==> config.mk <==
export PLATFORM = sky130hd
export DESIGN_NAME = jesd_tx_sample_packer
export DESIGN_NICKNAME = d
export VERILOG_FILES = /design/src/rtl/jesd_tx_pkg.sv /design/src/rtl/jesd_tx_sync_fifo.sv /design/src/rtl/jesd_tx_sample_packer.sv
export SDC_FILE = /design/constraint.sdc
export NUM_CORES = 1
export LEC_CHECK = 0
export BUFFER_PORTS_ARGS = -buffer_cell sky130_fd_sc_hd__buf_2
export CAP_MARGIN = 20
export CORE_UTILIZATION = 40
export CTS_BUF_LIST = sky130_fd_sc_hd__clkbuf_16
export DETAILED_ROUTE_END_ITERATION = 8
export GPL_TIMING_DRIVEN = 1
export SYNTH_ARGS = -nofsm -noshare
export SYNTH_HDL_FRONTEND = slang
export SYNTH_SLANG_ARGS = --single-unit
==> constraint.sdc <==
create_clock -name txlink_clk -period 4.2 [get_ports txlink_clk]
set_clock_uncertainty 0.1 [all_clocks]
set_input_delay 0.21 -clock txlink_clk [delete_from_list [all_inputs] [get_ports txlink_clk]]
set_output_delay 0.21 -clock txlink_clk [all_outputs]
set_load 0.02 [all_outputs]
==> src/rtl/jesd_tx_pkg.sv <==
`default_nettype none
// ============================================================================
//  Module      : jesd_tx_pkg
//  Description : Shared types, lane/sample constants and lane packing helper
//                for the JESD204B TX transport-layer sample packer.
//  Revision    : 1.0 - initial release
// ============================================================================
package jesd_tx_pkg;

    typedef enum logic [1:0] {
        IDLE = 2'd0,
        ARM  = 2'd1,
        RUN  = 2'd2
    } state_t;

    localparam int LANES  = 2;
    localparam int SLOT_W = 16;
    localparam int LANE_W = 32;

    // Octet-order one lane: the MSB octet of each slot is transmitted first,
    // and the earlier sample s0 precedes s1.
    function automatic logic [LANE_W-1:0] pack_lane(
        input logic [SLOT_W-1:0] s0,
        input logic [SLOT_W-1:0] s1
    );
        return {s1[7:0], s1[15:8], s0[7:0], s0[15:8]};
    endfunction

endpackage
`default_nettype wire

==> src/rtl/jesd_tx_sync_fifo.sv <==
`default_nettype none
// ============================================================================
//  Module      : jesd_tx_sync_fifo
//  Description : Single-clock first-word-fall-through FIFO with synchronous
//                flush. Occupancy counter resolves full/empty; pointers wrap
//                modulo depth. A push while full is dropped even if a pop
//                happens in the same cycle.
//  Revision    : 1.0 - initial release
// ============================================================================
module jesd_tx_sync_fifo #(
    parameter int DW = 64,
    parameter int AW = 2
) (
    input  logic          clk,
    input  logic          rst,
    input  logic          i_push,
    input  logic [DW-1:0] i_data,
    input  logic          i_pop,
    input  logic          i_flush,
    output logic [DW-1:0] o_data,
    output logic          o_full,
    output logic          o_empty
);

    localparam int DEPTH = 2 ** AW;

    logic [DW-1:0] r_mem [DEPTH];
    logic [AW-1:0] r_wr_ptr;
    logic [AW-1:0] r_rd_ptr;
    logic [AW:0]   r_count;

    logic w_do_push;
    logic w_do_pop;

    assign o_full    = (r_count == (AW+1)'(DEPTH));
    assign o_empty   = (r_count == '0);
    assign w_do_push = i_push && !o_full && !i_flush;
    assign w_do_pop  = i_pop && !o_empty && !i_flush;
    assign o_data    = r_mem[r_rd_ptr];

    // Storage array: written on an accepted push, no reset needed.
    always_ff @(posedge clk) begin
        if (w_do_push) begin
            r_mem[r_wr_ptr] <= i_data;
        end
    end

    // Pointer and occupancy bookkeeping; flush empties the FIFO in one cycle.
    always_ff @(posedge clk) begin
        if (rst || i_flush) begin
            r_wr_ptr <= '0;
            r_rd_ptr <= '0;
            r_count  <= '0;
        end else begin
            if (w_do_push) begin
                r_wr_ptr <= r_wr_ptr + 1'b1;
            end
            if (w_do_pop) begin
                r_rd_ptr <= r_rd_ptr + 1'b1;
            end
            case ({w_do_push, w_do_pop})
                2'b10:   r_count <= r_count + 1'b1;
                2'b01:   r_count <= r_count - 1'b1;
                default: r_count <= r_count;
            endcase
        end
    end

endmodule
`default_nettype wire

==> src/rtl/jesd_tx_sample_packer.sv <==
`default_nettype none
// ============================================================================
//  Module      : jesd_tx_sample_packer
//  Description : JESD204B TX transport stage for a 2-lane link. Buffers
//                sample words, packs them into octet-ordered lane words,
//                tracks link readiness and reports/counts underflow.
//                Optional test ramp enabled by macro JESD_TX_PACKER_RAMP_EN.
//  Revision    : 1.0 - initial release
// ============================================================================
module jesd_tx_sample_packer
    import jesd_tx_pkg::*;
#(
    parameter int N       = 14,
    parameter int FIFO_AW = 2,
    parameter int CNT_W   = 16
) (
    input  logic             txlink_clk,
    input  logic             txlink_rst,
    input  logic             enable,
    input  logic             s_valid,
    output logic             s_ready,
    input  logic [63:0]      s_data,
    input  logic             frame_ready,
    input  logic             link_ready,
`ifdef JESD_TX_PACKER_RAMP_EN
    input  logic             ramp_en,
`endif
    output logic             link_valid,
    output logic [63:0]      link_data,
    output logic             frame_error,
    output logic [CNT_W-1:0] underflow_cnt,
    output logic [1:0]       state
);

    // Keeps the N-bit left-justified sample, zeroes the tail bits of a slot.
    localparam logic [SLOT_W-1:0] c_SLOT_MASK =
        ~((SLOT_W'(1) << (SLOT_W - N)) - SLOT_W'(1));

    state_t           r_state;
    logic             r_link_valid;
    logic [63:0]      r_link_data;
    logic             r_frame_error;
    logic [CNT_W-1:0] r_underflow_cnt;

    logic        w_full;
    logic        w_empty;
    logic [63:0] w_head;
    logic [63:0] w_packed;
    logic        w_push;
    logic        w_pop;
    logic        w_flush;
    logic        w_run_load;

    assign s_ready    = (r_state != IDLE) && !w_full;
    assign w_push     = s_valid && s_ready;
    assign w_flush    = !enable || ((r_state == RUN) && !frame_ready);
    assign w_run_load = (r_state == RUN) && enable && frame_ready && link_ready;
    assign w_pop      = w_run_load && !w_empty;

    jesd_tx_sync_fifo #(
        .DW (64),
        .AW (FIFO_AW)
    ) u_fifo (
        .clk     (txlink_clk),
        .rst     (txlink_rst),
        .i_push  (w_push),
        .i_data  (s_data),
        .i_pop   (w_pop),
        .i_flush (w_flush),
        .o_data  (w_head),
        .o_full  (w_full),
        .o_empty (w_empty)
    );

    for (genvar g = 0; g < LANES; g++) begin : g_lane
        assign w_packed[g*LANE_W +: LANE_W] = pack_lane(
            w_head[g*LANE_W          +: SLOT_W] & c_SLOT_MASK,
            w_head[g*LANE_W + SLOT_W +: SLOT_W] & c_SLOT_MASK);
    end

`ifdef JESD_TX_PACKER_RAMP_EN
    logic [N-1:0]  r_ramp;
    logic [N-1:0]  w_ramp_next;
    logic [63:0]   w_ramp_word;

    assign w_ramp_next = r_ramp + N'(1);
    assign w_ramp_word = {LANES{pack_lane(SLOT_W'(r_ramp)      << (SLOT_W - N),
                                          SLOT_W'(w_ramp_next) << (SLOT_W - N))}};

    // Ramp value advances by two samples per consumed ramp word; it restarts
    // from zero whenever the block is not streaming in RUN.
    always_ff @(posedge txlink_clk) begin
        if (txlink_rst || (r_state != RUN) || !enable || !frame_ready) begin
            r_ramp <= '0;
        end else if (ramp_en && link_ready) begin
            r_ramp <= r_ramp + N'(2);
        end
    end
`endif

    // Control FSM with registered link outputs and underflow accounting.
    always_ff @(posedge txlink_clk) begin
        if (txlink_rst) begin
            r_state         <= IDLE;
            r_link_valid    <= 1'b0;
            r_link_data     <= '0;
            r_frame_error   <= 1'b0;
            r_underflow_cnt <= '0;
        end else begin
            r_frame_error <= 1'b0;
            if (!enable) begin
                r_state      <= IDLE;
                r_link_valid <= 1'b0;
                r_link_data  <= '0;
            end else begin
                case (r_state)
                    IDLE: begin
                        r_state      <= ARM;
                        r_link_valid <= 1'b0;
                    end
                    ARM: begin
                        if (frame_ready && !w_empty) begin
                            r_state      <= RUN;
                            r_link_valid <= 1'b1;
                        end
                    end
                    RUN: begin
                        if (!frame_ready) begin
                            r_state      <= ARM;
                            r_link_valid <= 1'b0;
                            r_link_data  <= '0;
                        end else begin
                            r_link_valid <= 1'b1;
                            if (link_ready) begin
`ifdef JESD_TX_PACKER_RAMP_EN
                                if (ramp_en) begin
                                    r_link_data <= w_ramp_word;
                                end else
`endif
                                if (!w_empty) begin
                                    r_link_data <= w_packed;
                                end else begin
                                    r_link_data   <= '0;
                                    r_frame_error <= 1'b1;
                                    if (r_underflow_cnt != {CNT_W{1'b1}}) begin
                                        r_underflow_cnt <= r_underflow_cnt + 1'b1;
                                    end
                                end
                            end
                        end
                    end
                    default: begin
                        r_state <= IDLE;
                    end
                endcase
            end
        end
    end

    assign link_valid    = r_link_valid;
    assign link_data     = r_link_data;
    assign frame_error   = r_frame_error;
    assign underflow_cnt = r_underflow_cnt;
    assign state         = r_state;

endmodule
`default_nettype wire

==> impl_summary.txt <==
----------------------------------------------------
[Route]
  Vias ... around 6500
  Routed length on met3 ... 1430 microns
  Wire length on met2 ... 11000 microns
  Routed wirelength normalized by instance count ... 18.7 microns
  DRC violation total after the first TritonRoute iteration ... 444
  Drt first pass iters ... 5
  Wire length after detailed routing ... 23900 microns
  Top sig layer ... met4
  Remaining antenna violation count ... 0
  M1 wire length ... 11000 microns
  Via count normalized by instance count ... 5.09
  # DRC ... 0

[Clocking]
  TritonCTS clock tree ... built
  Number of resized instances in the post-cts repair step ... 0
  CTS Root Cell ... sky130_fd_sc_hd__clkbuf_16
  Number of buffers inserted during clock tree synthesis ... 34
  CTS Sinks ... 309
  Post CTS Setup Buffer Count ... 0
  Clk_lat worst skew ... approximately 0.5 ns
  Clock Pin Slew Worst Setup and Hold Paths ... 0.06 ns
  H-tree level count ... 2
  Worst-case clock buffer depth ... 3

[Layout]
  Post-synthesis to final-layout area growth ... 22.5%
  Final non-filler cell area ... 14200 sq um
  Layout cell share with drive strength beyond 1 ... 0.295
  Utilization after layout ... 0.503
  Nets ... 953
  Number of fill cells ... 2356

[Power and ir drop]
  Total chip power ... ~6 mW
  Net Sw Power ... 1.24 mW
  Power per standard cell area ... about 430 nW/um^2
  Clock network fraction of total power ... 0.433
  Leak ... around 4.9 nW
  Sequential power share ... 0.542
  Combinational Power Share ... 0.026
  Net switching fraction of the power ... 0.204
  Max IR drop VDD ... 251 uV
  Cell-internal power ... a little under 5 mW

[Die]
  X dimension of the die ... about 170 microns
  Starting density of the core ... 0.411
  Area of the die ... 29600 sq um
  Die extent in y ... 172 microns
  Number of rows in the core area ... 61
  Area of the core ... 28200 sq um
  Top Ports ... 155

[STA]
  Tightest Pin Transition ... about 0.93 ns
  Count of endpoints failing setup in the final report ... 0
  Final critical delay including setup and external delays ... 2.87 ns
  Aggregate negative setup slack ... 0 ns
  Max Fclk ... ~350 MHz
  Final Hold Viols ... 0
  Final slew viol count ... 0
  Worst hold margin ... ~0.046 ns
  Worst max-slew margin expressed relative to the limit ... 0.378
  Fin crit share ... 0.683
  Unrepaired setup endpoints after global routing ... false

[Global routing]
  Total global routing track utilization ... 0.163
  Maximum number of pins on one net before global-route repair ... 57
  Total overflow reported by the global router ... 0
  Via count of the first global-routing pass ... 6363
  Wire length of the first global-routing pass ... 36300 microns
  Number of antenna violations at the first check in global routing ... 1

[Setup path]
  Type of the worst setup path ... reg -> reg
  Critical path fanouts, max ... 56
  Worst flop-to-flop path startpoint ... state[0]
  Number of cells on the worst reg-to-reg path ... 5
  Reg2reg setup slack ... about 1.3 ns
  CP max stage cell ... sky130_fd_sc_hd__and2_4
  Worst-path cell chain ... inv_1 > ha_1 > nor2b_1 > a2111oi_4 > and2_4
  Startpoint kind of the worst setup timing path ... flip-flop
  Delay of the slowest cell on the worst path ... 0.84 ns
  Endpoint arrival time on the critical path ... between 2 and 3 ns
  Capturing element type of the critical path ... flip-flop
  Required arrival time at the worst endpoint ... 4.22 ns
  Capture instance of the worst register-to-register path ... u_fifo.r_mem[3][55]

[Hold path]
  Cell depth of the worst min-delay path ... 2
  Endpoint, Worst Hold ... underflow_cnt[12]
  Worst hold-check path type ... in -> reg
  Hold Startpoint ... txlink_rst

[Synth]
  Avg Inst Size Synth ... between 15 and 20 sq um
  Synth unique cells ... 45
  Number of synthesized register bits ... 309
  Count of yosys warnings during synthesis ... 0
  Cell area after synthesis ... between 10000 and 15000 sq um
  Sequential share of the synthesized area ... 0.728
  Number of standard cells after synthesis ... 673

[Placed design]
  Port buffer count ... 138
  Routability congestion estimate ... approximately 0.71
  Post-detail-place hpwl ... 13200 microns
  Area after detailed placement ... 12600 sq um

[Run]
  Max-capacitance violation count ... 0

[Outcome]
  Result of the run ... finished clean

----------------------------------------------------
[how the worst max path moves through the flow]
stage | start | end | slack (ns) | cells past startpoint
floorplan | state[0] | u_fifo.r_mem[1][10] | 0.85 | 5
global placement | state[0] | u_fifo.r_mem[1][60] | 1.32 | 5
detailed placement | state[0] | u_fifo.r_mem[0][60] | 1.29 | 5
CTS | state[0] | u_fifo.r_mem[0][41] | 1.27 | 5
global route | state[0] | u_fifo.r_mem[0][46] | 1.14 | 5
finish | state[0] | u_fifo.r_mem[3][55] | 1.33 | 5
[state kept, by name (all words and copies together), names as in the netlist, named ones only]
signal	count
link_valid	1
underflow_cnt	16
u_fifo.r_wr_ptr	2
u_fifo.r_mem	224
u_fifo.r_count	3
u_fifo.r_rd_ptr	2
frame_error	1
link_data	56
state	2
[power groups by stage]
stage / clock network (mW) / registers, mW / logic, mW
2_1_floorplan: 0 / 3.35 / 0.0492
3_3_place_gp: 0 / 3.34 / 0.108
3_5_place_dp: 0 / 3.34 / 0.112
4_1_cts: 2.68 / 3.28 / 0.154
5_1_grt: 2.79 / 3.28 / 0.169
6_report: 2.62 / 3.28 / 0.155
[cells in the final DEF, fill, tap and decap left out, types with 2 or more instances in the layout]
cell type and count:
sky130_fd_sc_hd__nor4b_1 2, sky130_fd_sc_hd__mux2i_1 3, sky130_fd_sc_hd__nand3_1 7, sky130_fd_sc_hd__clkinv_2 3
sky130_fd_sc_hd__and4_1 4, sky130_fd_sc_hd__mux4_2 56, sky130_fd_sc_hd__inv_6 2, sky130_fd_sc_hd__clkbuf_16 34
sky130_fd_sc_hd__nor2b_1 9, sky130_fd_sc_hd__a21oi_1 12, sky130_fd_sc_hd__a22oi_1 56, sky130_fd_sc_hd__dlygate4sd3_1 56
sky130_fd_sc_hd__and2_4 4, sky130_fd_sc_hd__nand2_1 8, sky130_fd_sc_hd__and2_1 2, sky130_fd_sc_hd__xor2_1 3
sky130_fd_sc_hd__o21ai_0 3, sky130_fd_sc_hd__dfxtp_4 2, sky130_fd_sc_hd__inv_1 26, sky130_fd_sc_hd__edfxtp_1 224
sky130_fd_sc_hd__nor3_1 3, sky130_fd_sc_hd__buf_2 138, sky130_fd_sc_hd__conb_1 8, sky130_fd_sc_hd__or4_1 4
sky130_fd_sc_hd__dfxtp_1 83, sky130_fd_sc_hd__xnor2_1 3, sky130_fd_sc_hd__a211oi_1 4, sky130_fd_sc_hd__ha_1 9
sky130_fd_sc_hd__o31ai_1 4, sky130_fd_sc_hd__or3_1 2, sky130_fd_sc_hd__nand4_1 4, sky130_fd_sc_hd__buf_4 6
sky130_fd_sc_hd__mux2_2 8, sky130_fd_sc_hd__nor2_1 80, sky130_fd_sc_hd__clkinv_1 7
[critical path: cells and delay by family, from the launching register on]
kind	cells	cell delay [ns]
AND/OR/NAND/NOR	2	1.04
AO/OA/AOI/OAI	1	0.53
flip-flops	1	0.38
adder cells (fa/ha/maj)	1	0.30
buffers and inverters	1	0.08
[metal layers]
layer | up-vias | track usage
met5 | - | 0
met4 | 0 | 0.0454
met3 | 36 | 0.0391
met2 | 176 | 0.258
met1 | 3266 | 0.225
li1 | 3019 | -
[through the flow]
stage               setup slack, ns  std cells
floorplan                     0.849        680
global placement               1.32       1158
detailed placement             1.29       1158
CTS                            1.27       1274
global route                   1.14       1276
finish                         1.33       1276
[cells in the mapped netlist, drive strengths merged]
library cell	count	area, sq um
fa	1	20.0
o31ai	4	30.0
a22oi	56	420
nor4	2	27.5
and2	6	37.5
or2	1	6.26
a21oi	12	60.1
o21a	1	7.51
o41ai	1	8.76
buf	23	145
mux4	56	1260
or3b	1	8.76
nor4b	2	17.5
mux2	8	90.1
xnor2	3	26.3
a2111oi	1	27.5
or3	2	12.5
dfxtp	85	1700
nor2	80	300
o21ai	4	20.0
inv	13	48.8
clkbuf	21	78.8
edfxtp	224	6730
nand2	9	33.8
ha	9	113
nor3	4	31.3
or4	4	30.0
and3	1	6.26
o221a	1	11.3
and4	4	35.0
xor2	3	26.3
nor2b	9	56.3
nand4	4	25.0
a211oi	4	30.0
nand3	8	45.0
conb	1	3.75
o311ai	1	8.76
mux2i	3	30.0
o211ai	1	7.51
[cell type report]
cell class | instances | area, sq um | area share
Clock buffer | 34 | 851 | 0.0600
Inverter | 13 | 48.8 | 0.00344
Clock inverter | 26 | 124 | 0.00874
Antenna cell | 1 | 2.50 | 0.000177
Timing Repair Buffer | 201 | 1320 | 0.0928
Sequential cell | 309 | 8440 | 0.595
Multi-Input combinational cell | 314 | 2930 | 0.206
Tap cell | 378 | 473 | 0.0334
[cell families after synthesis]
| kind of cell | count (synthesis) | synth area share |
|---|---|---|
| muxes | 67 | 0.119 |
| AOI/OAI and AO/OA | 86 | 0.0546 |
| and+or+nand+nor | 137 | 0.0581 |
| xor gates and xnor gates | 6 | 0.00454 |
| DFF | 309 | 0.728 |
| other | 1 | 0.000324 |
| buffers and inverters | 57 | 0.0236 |
| adders and majority gates | 10 | 0.0115 |
[repair_timing]
| action | 4_1_cts | 5_1_grt |
|---|---|---|
| endpoints found under the setup margin | 0 | 0 |
| hold buffers | 56 | 0 |
| endpoints found under the hold margin | 224 | 0 |
Note: power is estimated with default switching activity, not from simulation.
